`config.mk`:
```
export PLATFORM = sky130hd
export DESIGN_NAME = video_timing_out_gen
export DESIGN_NICKNAME = d
export VERILOG_FILES = /design/src/rtl/video_timing_out_gen.sv
export SDC_FILE = /design/constraint.sdc
export NUM_CORES = 1
export LEC_CHECK = 0
export ABC_AREA = 1
export CORE_AREA = 2 2 59 103
export CTS_BUF_LIST = sky130_fd_sc_hd__clkbuf_4 sky130_fd_sc_hd__clkbuf_8 sky130_fd_sc_hd__clkbuf_16
export DETAILED_ROUTE_END_ITERATION = 7
export DIE_AREA = 0 0 61 105
export PLACE_DENSITY = 0.75
export SLEW_MARGIN = 20
export SYNTH_ARGS = -nofsm -noshare
export SYNTH_HDL_FRONTEND = slang
export SYNTH_SLANG_ARGS = --single-unit
```
`constraint.sdc`:
```
create_clock -name clk -period 1.9 [get_ports clk]
set_input_delay 0.38 -clock clk [delete_from_list [all_inputs] [get_ports clk]]
set_output_delay 0.38 -clock clk [all_outputs]
set_load 0.03 [all_outputs]
```
`src/rtl/video_timing_out_gen.sv`:
```
// Clocked-video output stage: programmable raster timing driven from an Avalon-ST
// pixel stream, with start-of-packet frame lock and underflow / early-SOP recovery.
module video_timing_out_gen #(
  parameter int   BPP      = 24,
  parameter int   H_ACTIVE = 1024,
  parameter int   H_FP     = 24,
  parameter int   H_SYNC   = 136,
  parameter int   H_BP     = 160,
  parameter int   V_ACTIVE = 768,
  parameter int   V_FP     = 3,
  parameter int   V_SYNC   = 6,
  parameter int   V_BP     = 29,
  parameter logic HS_POL   = 1'b0,
  parameter logic VS_POL   = 1'b0
) (
  input  logic           clk,
  input  logic           reset,
  input  logic [BPP-1:0] din_data,
  input  logic           din_valid,
  output logic           din_ready,
  input  logic           din_startofpacket,
  input  logic           din_endofpacket,
  output logic [BPP-1:0] vid_data,
  output logic           vid_datavalid,
  output logic           vid_h_sync,
  output logic           vid_v_sync,
  output logic           vid_h,
  output logic           vid_v,
  output logic           vid_f,
  output logic           underflow,
  output logic           locked
);

  localparam int H_TOTAL = H_ACTIVE + H_FP + H_SYNC + H_BP;
  localparam int V_TOTAL = V_ACTIVE + V_FP + V_SYNC + V_BP;
  localparam int HW      = $clog2(H_TOTAL);
  localparam int VW      = $clog2(V_TOTAL);
  localparam logic [HW-1:0] H_LAST = HW'(H_TOTAL - 1);
  localparam logic [VW-1:0] V_LAST = VW'(V_TOTAL - 1);

  typedef enum logic {S_SYNC, S_RUN} state_t;

  state_t          r_state;
  logic [HW-1:0]   r_h_cnt;
  logic [VW-1:0]   r_v_cnt;
  logic [BPP-1:0]  r_vid_data_p1;
  logic            r_datavalid_p1;
  logic            r_hs_p1;
  logic            r_vs_p1;
  logic            r_hblank_p1;
  logic            r_vblank_p1;
  logic            r_underflow_p1;
  logic            r_locked_p1;

  logic w_h_act, w_v_act, w_active, w_origin;
  logic w_hsync, w_vsync;
  logic w_lock_start, w_run_sop_err, w_run_underrun, w_run_err, w_take;
  logic w_unused_eop;

  // EOP carries no control meaning; a framing slip shows up as an SOP mismatch.
  assign w_unused_eop = din_endofpacket;

  assign w_h_act  = int'(r_h_cnt) < H_ACTIVE;
  assign w_v_act  = int'(r_v_cnt) < V_ACTIVE;
  assign w_active = w_h_act && w_v_act;
  assign w_origin = (r_h_cnt == '0) && (r_v_cnt == '0);
  assign w_hsync  = (int'(r_h_cnt) >= H_ACTIVE + H_FP) &&
                    (int'(r_h_cnt) <  H_ACTIVE + H_FP + H_SYNC);
  assign w_vsync  = (int'(r_v_cnt) >= V_ACTIVE + V_FP) &&
                    (int'(r_v_cnt) <  V_ACTIVE + V_FP + V_SYNC);

  // In RUN the SOP flag must coincide exactly with the raster origin.
  assign w_lock_start   = (r_state == S_SYNC) && w_origin && din_valid && din_startofpacket;
  assign w_run_sop_err  = (r_state == S_RUN) && w_active && din_valid &&
                          (w_origin ? !din_startofpacket : din_startofpacket);
  assign w_run_underrun = (r_state == S_RUN) && w_active && !din_valid;
  assign w_run_err      = w_run_sop_err || w_run_underrun;
  assign w_take         = w_lock_start ||
                          ((r_state == S_RUN) && w_active && din_valid && !w_run_sop_err);

  always_comb begin
    din_ready = 1'b0;
    if (!reset) begin
      if (r_state == S_SYNC) din_ready = !din_startofpacket || w_origin;
      else                   din_ready = w_active && !w_run_sop_err;
    end
  end

  always_ff @(posedge clk) begin
    if (reset) begin
      r_state        <= S_SYNC;
      r_h_cnt        <= '0;
      r_v_cnt        <= '0;
      r_vid_data_p1  <= '0;
      r_datavalid_p1 <= 1'b0;
      r_hs_p1        <= ~HS_POL;
      r_vs_p1        <= ~VS_POL;
      r_hblank_p1    <= 1'b1;
      r_vblank_p1    <= 1'b1;
      r_underflow_p1 <= 1'b0;
      r_locked_p1    <= 1'b0;
    end else begin
      if (r_h_cnt == H_LAST) begin
        r_h_cnt <= '0;
        r_v_cnt <= (r_v_cnt == V_LAST) ? '0 : r_v_cnt + 1'b1;
      end else begin
        r_h_cnt <= r_h_cnt + 1'b1;
      end

      case (r_state)
        S_SYNC:  if (w_lock_start) r_state <= S_RUN;
        S_RUN:   if (w_run_err)    r_state <= S_SYNC;
        default: r_state <= S_SYNC;
      endcase

      // Stage p1: outputs describe the counter position of the previous cycle
      r_locked_p1    <= (r_state == S_RUN) ? !w_run_err : w_lock_start;
      r_underflow_p1 <= w_run_err;
      r_vid_data_p1  <= w_take ? din_data : '0;
      r_datavalid_p1 <= w_active;
      r_hblank_p1    <= !w_h_act;
      r_vblank_p1    <= !w_v_act;
      r_hs_p1        <= w_hsync ? HS_POL : ~HS_POL;
      r_vs_p1        <= w_vsync ? VS_POL : ~VS_POL;
    end
  end

  assign vid_data      = r_vid_data_p1;
  assign vid_datavalid = r_datavalid_p1;
  assign vid_h_sync    = r_hs_p1;
  assign vid_v_sync    = r_vs_p1;
  assign vid_h         = r_hblank_p1;
  assign vid_v         = r_vblank_p1;
  assign vid_f         = 1'b0;
  assign underflow     = r_underflow_p1;
  assign locked        = r_locked_p1;

endmodule

```
==> metrics.md, run 1 <==
| Metric | Value |
|---|---|
| Status | `finished with violations` |
| Failing checks | `negative setup slack` |
| Root buf cell | `clkbuf_8` |
| Mapped Cells | `293` |
| # clock sinks | `52` |
| RSZ-0062 raised after global routing | `yes` |
| DIE WIDTH | `61 um` |
| Final instance area | `0.00348 mm2` |
| Worst hold-check path type | `reg2reg` |
| WL/cell | `12.0 um` |
| Top Ports | `62` |
| Post-synth top area share | `43.3%` |
| CP Data Arrival Time | `1.90 ns` |
| Crit. End Element | `output pin` |
| Clock transition at path regs | `0.10 ns` |
| CTS Buffer Depth | `2` |
| Cells along the critical path | `inv_2 > ha_4 > inv_2 > nor2_1 > nand2_1 > nor2_4 > nand3_2 > ha_4 > o21ai_2 > a21oi_4 > buf_6` |
| PortBufs | `59` |
| Initial core utilization | `43.4%` |
| FILL cells | `474` |
| Total number of vias | `2056` |
| Final min period | `2.28 ns` |
| Post-synth net total | `329` |
| Core area | `0.00554 mm2` |
| Final period utilization | `120%` |
| Total power | `2.14 mW` |
| YS warnings | `0` |
| Clk_skew | `0.00588 ns` |
| CTS H-tree depth | `2` |
| Placer congestion estimate | `0.821` |
| Final wirelength | `5540 um` |
| Number of distinct library cells after synthesis | `30` |
| Largest net degree at the start of global routing | `20` |
| Multi-input gate area | `0.00115 mm2` |
| Initial antenna violation count | `0` |
| Setup Crit Path Kind | `reg2out` |
| Worst Reg-to-Reg Cells | `17` |
| TritonCTS buffer count | `5` |
| Total grt overflow | `0` |
| Hold Path Depth | `2` |
| Synth Register Bits | `52` |
| Syn Area/Cell | `8.21 um2` |
| Max_cap viols | `0` |
| Worst setup slack after placement | `-0.0474 ns` |
| Fraction of layout cells with a size suffix above 1 | `24.5%` |
| Worst-skew pair later-pin latency | `0.31 ns` |
| CP bufs+invs | `3` |
| FF+latch area | `0.00104 mm2` |
| Crit start category | `flop` |
| Chip Height | `105 um` |
| Cell accounting for the most synthesized area | `dfxtp_1` |
| Largest fanout on the critical path | `2` |
| Ranking of synthesized cells by area | `dfxtp_1, nor2_4, nand2_1, inv_1, nor2_1` |
| Final setup violation count | `26` |
| Pre-antenna DRT Iters | `4` |
| Slew Viols, Final | `0` |
| Final hold violation count | `0` |
| Most common cell after layout, fill and taps aside | `clkdlybuf4s50_1` |
| Hold_ws | `0.518 ns` |
| PwrDens | `616 mW/mm2` |
| Netlist Area Pre-Place | `0.00241 mm2` |
| Final Non-Filler Cells | `460` |
| Crit path depth | `11` |
| Vias per inst | `4.47` |
| Worst Path Required | `1.52 ns` |
| Starting DRT DRC Count | `79` |
| Rows | `36` |
| VDD IR max | `0.466 mV` |
| Number of global-route vias before repair | `1995` |
| Die area | `0.00641 mm2` |
| Slowest cell on crit path | `dfxtp_2` |
| Nets | `419` |
| Dpl cells | `445` |
| FMAX | `0.439 GHz` |
| Most frequent cells in the layout | `clkdlybuf4s50_1, nand2_1, dfxtp_1` |
| Top delay family on crit path | `adder cells` |
| Final WS setup | `-0.378 ns` |
| Dpl cell area | `0.00323 mm2` |
| Area delta synth->final | `44.7%` |
| Drc violations | `0` |
| Leakage | `1.53 nW` |
| Total Routing Usage GR | `16.9%` |
| Antenna diodes | `0` |
| Post-DRT Antenna Nets | `0` |
| First-pass GRT wire length | `8200 um` |
| Largest register FFs | `24` |
| Register area share after synthesis | `43.3%` |
| CTS tree | `built` |
| HPWL Detailed | `3950 um` |
| Largest stage delay, worst path | `0.34 ns` |
## cell type report
type	instances	area share, %
clock buffer	5	1.98
clock inverter	3	0.611
multi-input combinational	179	33.0
tap	76	2.73
timing repair buffer	89	25.7
inverter	56	6.04
sequential	52	29.9
## path summary, 6_finish.rpt
check	to	start	slack [ns]
setup / recovery	din_ready	r_v_cnt[0]$_SDFFE_PP0P_	-0.38
hold / removal	r_h_cnt[10]$_SDFF_PP0_	r_h_cnt[10]$_SDFF_PP0_	0.52
setup reg to reg	vid_data[20]$_SDFF_PP0_	r_v_cnt[0]$_SDFFE_PP0P_	-0.27
hold reg to reg	r_h_cnt[10]$_SDFF_PP0_	r_h_cnt[10]$_SDFF_PP0_	0.52
## worst min-delay path, cell delays in order (launching register included)
cell	delay, ns
dfxtp_1	0.35
nand2_1	0.07
a21oi_1	0.05
## where the power goes
part | total, mW | internal [mW] | switching (mW)
logic | 0.371 | 0.190 | 0.181
registers | 1.13 | 1.12 | 0.0104
clock network | 0.647 | 0.262 | 0.385
total | 2.14 | 1.57 | 0.576
## stage by stage
step	util [%]	setup TNS [ns]
2_1_floorplan	-	0
3_3_place_gp	58.4	-0.0486
3_5_place_dp	58.4	-0.0474
4_1_cts	60.0	-0.358
5_1_grt	62.8	-8.47
6_report	62.8	-6.08
## cell families after synthesis
kind of cell / count (synthesis) / share of synthesized area, %
and+or+nand+nor: 149 / 35.6
AOI/OAI and AO/OA: 20 / 4.68
other: 1 / 0.156
xor gates and xnor gates: 2 / 0.728
buffers and inverters: 62 / 12.0
adders and majority gates: 7 / 3.64
DFF: 52 / 43.3
## synthesized netlist by cell type, drive strengths merged
library cell and number:
a211oi 1, a21oi 10, buf 6, conb 1
dfxtp 52, ha 7, inv 56, nand2 58
nand3 19, nand4 5, nor2 60, nor3 3
nor3b 3, o2111ai 1, o21ai 5, o21bai 2
o22ai 1, or2 1, xor2 2
## metal layers
layer	up-vias	routed length (um)	global-route usage (%)
met3	17	126	2.23
met4	0	208	8.54
met2	45	3280	32.2
met5	-	0	0
li1	1062	-	-
met1	932	1920	16.2
## what timing repair did
item,4_1_cts,5_1_grt
gates cloned,0,3
setup endpoints to repair,4,25
hold buffers,0,0
buffers inserted,0,4
gates resized for setup,1,17
pin swaps,2,4
Power figures use the tool's default switching activity.
==> run 2: changes to the inputs <==
Settings changed: CORE_AREA 2 2 59 103 to 5 5 62 106, DIE_AREA 0 0 61 105 to 0 0 67 111.
==> run 2 against run 1 <==
Effect of this change:
- the flow still finishes with violations (negative setup slack)
- die area rose by 16%
- via count fell by 0.34%
- cell area is 0.83% higher
- count of clock-buffer cells in the layout rose by 1
- clock skew grew 0.0050 ns
- sequential cell count stayed put
- total power rose by 5.0%
- wire length rose by 0.13%
- maximum frequency fell by 1.3%
- sequential share of layout area decreased by 0.21 points
- hold slack worse by 0.020 ns
- critical path type unchanged
- critical endpoint unchanged
- highest routed layer unchanged
==> metrics.md, run 2 (synthesis results as in run 1) <==
| Metric | Value |
|---|---|
| Total power | `2.25 mW` |
| RSZ-0062 raised after global routing | `yes` |
| Slowest cell on crit path | `dfxtp_2` |
| PwrDens | `641 mW/mm2` |
| CP bufs+invs | `3` |
| Hold_buf cts | `0` |
| Total grt overflow | `0` |
| Largest register FFs | `24` |
| Hold Crit Endpoint | `r_h_cnt[10]$_SDFF_PP0_` |
| CP Data Arrival Time | `1.93 ns` |
| Post-DRT Antenna Nets | `0` |
| PortBufs | `59` |
| Failing checks | `negative setup slack` |
| Final Non-Filler Cells | `459` |
| First-pass GRT wire length | `9320 um` |
| Nets | `418` |
| Cells along the critical path | `inv_2 > ha_4 > inv_2 > nor2_2 > nand2_2 > nor2_4 > nand3_2 > ha_4 > or2_4 > a21oi_4 > buf_6` |
| Initial antenna violation count | `0` |
| Switching power | `0.556 mW` |
| Placer congestion estimate | `0.836` |
| Largest net degree at the start of global routing | `17` |
| Crit. End Element | `output pin` |
| Sequential share of power | `50.0%` |
| Die area | `0.00744 mm2` |
| Final WS setup | `-0.409 ns` |
| Final period utilization | `122%` |
| Status | `finished with violations` |
| Number of global-route vias before repair | `2077` |
| Antenna diodes | `0` |
| Chip Height | `111 um` |
| Total number of vias | `2049` |
| Top delay family on crit path | `simple AND/OR/NAND/NOR gates` |
| HPWL Detailed | `4220 um` |
| Most frequent cells in the layout | `clkdlybuf4s50_1, nand2_1, inv_1, dfxtp_1, nor2_1` |
| FMAX | `0.433 GHz` |
| Fraction of layout cells with a size suffix above 1 | `24.8%` |
| Hold Path Depth | `2` |
| Worst Path Required | `1.52 ns` |
| Initial core utilization | `43.4%` |
| Final setup violation count | `10` |
| Rows | `36` |
| CTS Buffer Depth | `2` |
| Clock transition at path regs | `0.10 ns` |
| DR WL met2 | `3210 um` |
| Total Routing Usage GR | `16.4%` |
| VDD IR max | `0.544 mV` |
| Leakage | `1.53 nW` |
| Clock Power Share | `34.7%` |
| TritonCTS buffer count | `5` |
| M1 wire length | `1850 um` |
| Setup Crit Path Kind | `reg2out` |
| Final wirelength | `5540 um` |
| Final min period | `2.31 ns` |
| Worst hold-check path type | `reg2reg` |
| Root buf cell | `clkbuf_8` |
| Worst-skew pair later-pin latency | `0.31 ns` |
| Vias per inst | `4.46` |
| Reg2reg start | `r_v_cnt[0]$_SDFFE_PP0P_` |
| CTS tree | `built` |
| Hold_ws | `0.498 ns` |
| Internal power | `1.70 mW` |
| Slew Viols, Final | `0` |
| Reg2reg end | `vid_data[0]$_SDFF_PP0_` |
| Hold wc startpoint | `r_h_cnt[10]$_SDFF_PP0_` |
| Starting DRT DRC Count | `81` |
| Pre-antenna DRT Iters | `4` |
| Top Ports | `62` |
| Drc violations | `0` |
| Largest stage delay, worst path | `0.34 ns` |
| R2R Setup Slk | `-0.01 ns` |
| Worst Reg-to-Reg Cells | `14` |
| DIE WIDTH | `67 um` |
| Largest fanout on the critical path | `2` |
| Most common cell after layout, fill and taps aside | `clkdlybuf4s50_1` |
| Clk_skew | `0.0109 ns` |
| Post-route setup TNS | `-0.437 ns` |
| # clock sinks | `52` |
| Area delta synth->final | `45.9%` |
| CTS H-tree depth | `2` |
| Crit start category | `flop` |
| Dpl cells | `445` |
| Sw frac | `24.7%` |
| Core Util, Final | `63.4%` |
| Final hold violation count | `0` |
| DR top layer | `met4` |
| Max_cap viols | `0` |
| Combinational Power Share | `15.4%` |
| Core area | `0.00554 mm2` |
| WL/cell | `12.1 um` |
| Metal3 WL | `236 um` |
run 2: cell types whose count changed in the layout (fill, tap and decap cells not counted), moves of 2 or more:
cell,previous run,this run
buf_16,0,2
buf_4,21,24
buf_8,2,0
buf_6,5,2
clkbuf_16,2,0
run 2: metrics by stage:
step	instance area, um2	setup WS, ns
5_1_grt	3510	-0.537
3_5_place_dp	3250	-0.0981
3_3_place_gp	3250	-0.0542
2_1_floorplan	2440	0.000640
4_1_cts	3470	-0.387
6_report	3510	-0.409
run 2: area by class of cell:
type | count | area [um2]
sequential | 52 | 1040
fill | 456 | 2030
timing repair buffer | 88 | 878
inverter | 56 | 210
clock inverter | 2 | 38.8
multi-input combinational | 179 | 1170
tap | 76 | 95.1
clock buffer | 6 | 76.3
run 2: power groups by stage:
stage                     Sequential (mW)  Combinational (mW)  Clock, mW
after floorplan                      1.19               0.139          0
after global placement               1.15               0.308          0
after detailed placement             1.15               0.314          0
after CTS                            1.13               0.339      0.810
after global routing                 1.13               0.373      0.853
final                                1.13               0.346      0.781
run 2: worst max path at each step:
stage	startpoint	end	slack, ns	cells past startpoint
floorplan	r_v_cnt[0]$_SDFFE_PP0P_	din_ready	0.0006	10
global placement	r_v_cnt[0]$_SDFFE_PP0P_	din_ready	-0.05	11
detailed placement	r_v_cnt[0]$_SDFFE_PP0P_	din_ready	-0.1	11
CTS	r_v_cnt[0]$_SDFFE_PP0P_	din_ready	-0.39	11
global route	r_v_cnt[1]$_SDFFE_PP0P_	din_ready	-0.54	11
finish	r_v_cnt[0]$_SDFFE_PP0P_	din_ready	-0.41	11
run 2: routing by layer:
| metal | vias up | global-route usage (%) |
|---|---|---|
| met5 | - | 0 |
| met4 | 0 | 9.21 |
| met3 | 21 | 3.75 |
| met2 | 49 | 30.4 |
| met1 | 923 | 15.3 |
| li1 | 1056 | - |
run 2: worst register-to-register path: stages (launching register included):
cell and delay [ns]:
dfxtp_2 0.34, inv_2 0.07, ha_4 0.14, inv_2 0.03, nor2_2 0.08, nand2_2 0.07, nor2_4 0.12, nand3_2 0.08
ha_4 0.29, buf_6 0.10, nand3_4 0.08, nand2_4 0.11, nand2_8 0.09, buf_12 0.17, nor2_2 0.07
run 2: what timing repair did:
item / in CTS / in global routing
endpoints found under the setup margin: 25 / 25
endpoints found under the hold margin: 0 / 0
cloned: 2 / 0
resized for setup: 11 / 7
pin swaps: 3 / 4
setup buffers: 2 / 2
==> run 3: changes to the inputs <==
Settings changed: CELL_PAD_IN_SITES_DETAIL_PLACEMENT set to 0, CELL_PAD_IN_SITES_GLOBAL_PLACEMENT set to 1, CORE_AREA 5 5 62 106 to 5 5 72 123, CTS_CLUSTER_DIAMETER set to 80, CTS_CLUSTER_SIZE set to 14, DIE_AREA 0 0 67 111 to 0 0 77 128, PLACE_DENSITY 0.75 to unset, PLACE_DENSITY_LB_ADDON set to 0.1.
==> run 3 against run 2 <==
Effect of this change:
- the flow still finishes with violations (negative setup slack)
- combinational power up 1%
- via count up 1.8%
- sequential share of layout area down 0.92 points
- sequential cell count unchanged
- total power up 11%
- clock power up 32%
- register-to-register slack worse by 0.06 ns
- critical path type unchanged
- largest cell class unchanged
==> metrics.md, run 3 (synthesis results as in run 1) <==
| Metric | Value |
|---|---|
| Status | `finished with violations` |
| Failing checks | `negative setup slack` |
| FILL cells | `809` |
| Worst Reg-to-Reg Cells | `15` |
| VDD IR max | `0.481 mV` |
| Nets | `428` |
| CTS H-tree depth | `2` |
| Clock transition at path regs | `0.07 ns` |
| Total Routing Usage GR | `12.3%` |
| Final WS setup | `-0.354 ns` |
| Clk_skew | `0.00911 ns` |
| Most frequent cells in the layout | `clkdlybuf4s50_1, nand2_1, inv_1, dfxtp_1, buf_4` |
| Worst hold-check path type | `reg2reg` |
| TritonCTS buffer count | `5` |
| Chip Height | `128 um` |
| Most common cell after layout, fill and taps aside | `clkdlybuf4s50_1` |
| Final setup violation count | `25` |
| Hold Path Depth | `2` |
| Initial antenna violation count | `0` |
| Largest net degree at the start of global routing | `17` |
| Top Ports | `62` |
| Final hold violation count | `0` |
| Fraction of layout cells with a size suffix above 1 | `26.2%` |
| Post-DRT Antenna Nets | `0` |
| Vias per inst | `4.32` |
| Core area | `0.00780 mm2` |
| Placer congestion estimate | `0.806` |
| Worst setup slack after placement | `-0.0724 ns` |
| R2R Setup Slk | `-0.07 ns` |
| PwrDens | `690 mW/mm2` |
| Worst-skew pair later-pin latency | `0.29 ns` |
| Max_cap viols | `0` |
| WL/cell | `12.2 um` |
| Rows | `43` |
| Largest register FFs | `24` |
| Leakage | `1.60 nW` |
| FMAX | `0.444 GHz` |
| Hold_ws | `0.513 ns` |
| Number of global-route vias before repair | `2079` |
| CTS Buffer Depth | `2` |
| Final period utilization | `119%` |
| First-pass GRT wire length | `9470 um` |
| Total number of vias | `2085` |
| Drc violations | `0` |
| Worst Path Required | `1.52 ns` |
| Total grt overflow | `0` |
| Root buf cell | `clkbuf_16` |
| Pre-antenna DRT Iters | `3` |
| Antenna diodes | `0` |
| Final wirelength | `5890 um` |
| CP Data Arrival Time | `1.87 ns` |
| DIE WIDTH | `77 um` |
| # clock sinks | `52` |
| HPWL Detailed | `4660 um` |
| Area delta synth->final | `50.6%` |
| Largest fanout on the critical path | `2` |
| Final min period | `2.25 ns` |
| Die area | `0.00986 mm2` |
| Initial core utilization | `30.8%` |
| Starting DRT DRC Count | `43` |
| Setup Crit Path Kind | `reg2out` |
| PortBufs | `59` |
| Crit. End Element | `output pin` |
| CTS tree | `built` |
| RSZ-0062 raised after global routing | `yes` |
| Crit start category | `flop` |
| Slew Viols, Final | `0` |
-- run 3: worst max-delay path, stage by stage, from the launching register on --
cell and delay [ns]:
dfxtp_2 0.33, inv_2 0.07, ha_4 0.13, inv_2 0.03
nor2_1 0.08, nand2_1 0.09, nor2_4 0.10, nand3_2 0.10
ha_4 0.29, o21ai_2 0.07, a21oi_4 0.16, buf_6 0.14
-- run 3: worst paths after layout --
check / from / end
setup reg to reg: r_v_cnt[0]$_SDFFE_PP0P_ / vid_data[16]$_SDFF_PP0_
hold / removal: r_h_cnt[10]$_SDFF_PP0_ / r_h_cnt[10]$_SDFF_PP0_
hold reg to reg: r_h_cnt[10]$_SDFF_PP0_ / r_h_cnt[10]$_SDFF_PP0_
setup / recovery: r_v_cnt[0]$_SDFFE_PP0P_ / din_ready
-- run 3: layout make-up --
class                      instances  area (um2)  share of cell area, %
multi-input combinational        179        1150                   31.9
clock buffer                       5         125                   3.45
timing repair buffer              98         935                   25.8
inverter                          56         210                   5.80
tap                               90         113                   3.11
clock inverter                     3        42.5                   1.17
sequential                        52        1040                   28.8
-- run 3: report_power, final --
part / internal, mW / leakage [nW] / switching, mW
logic: 0.176 / 1.10 / 0.175
clock network: 0.619 / 0.0798 / 0.406
registers: 1.12 / 0.423 / 0.00913
-- run 3: stage by stage --
step	instances	cell area (um2)	util, %	power [mW]	TNS [ns]
2_1_floorplan	293	2440	-	1.33	0
3_3_place_gp	472	3350	42.9	1.47	-0.230
3_5_place_dp	472	3350	42.9	1.47	-0.506
4_1_cts	481	3530	45.3	2.52	-0.365
5_1_grt	483	3620	46.4	2.62	-4.31
6_report	483	3620	46.4	2.50	-1.44
-- run 3: layer usage --
| metal | vias to the layer above | share of wire, % | GRT usage [%] |
|---|---|---|---|
| li1 | 1079 | - | - |
| met1 | 949 | 32 | 10.7 |
| met2 | 44 | 60 | 24.5 |
| met3 | 13 | 5.9 | 3.66 |
| met4 | 0 | 2.9 | 5.97 |
| met5 | - | 0 | 0 |
-- run 3: what timing repair did --
item | 4_1_cts | 5_1_grt
endpoints found under the setup margin | 21 | 27
pin swaps | 1 | 3
hold buffers | 0 | 0
resized for setup | 2 | 15
endpoints found under the hold margin | 0 | 0
gates cloned | 0 | 1
setup buffers | 1 | 1
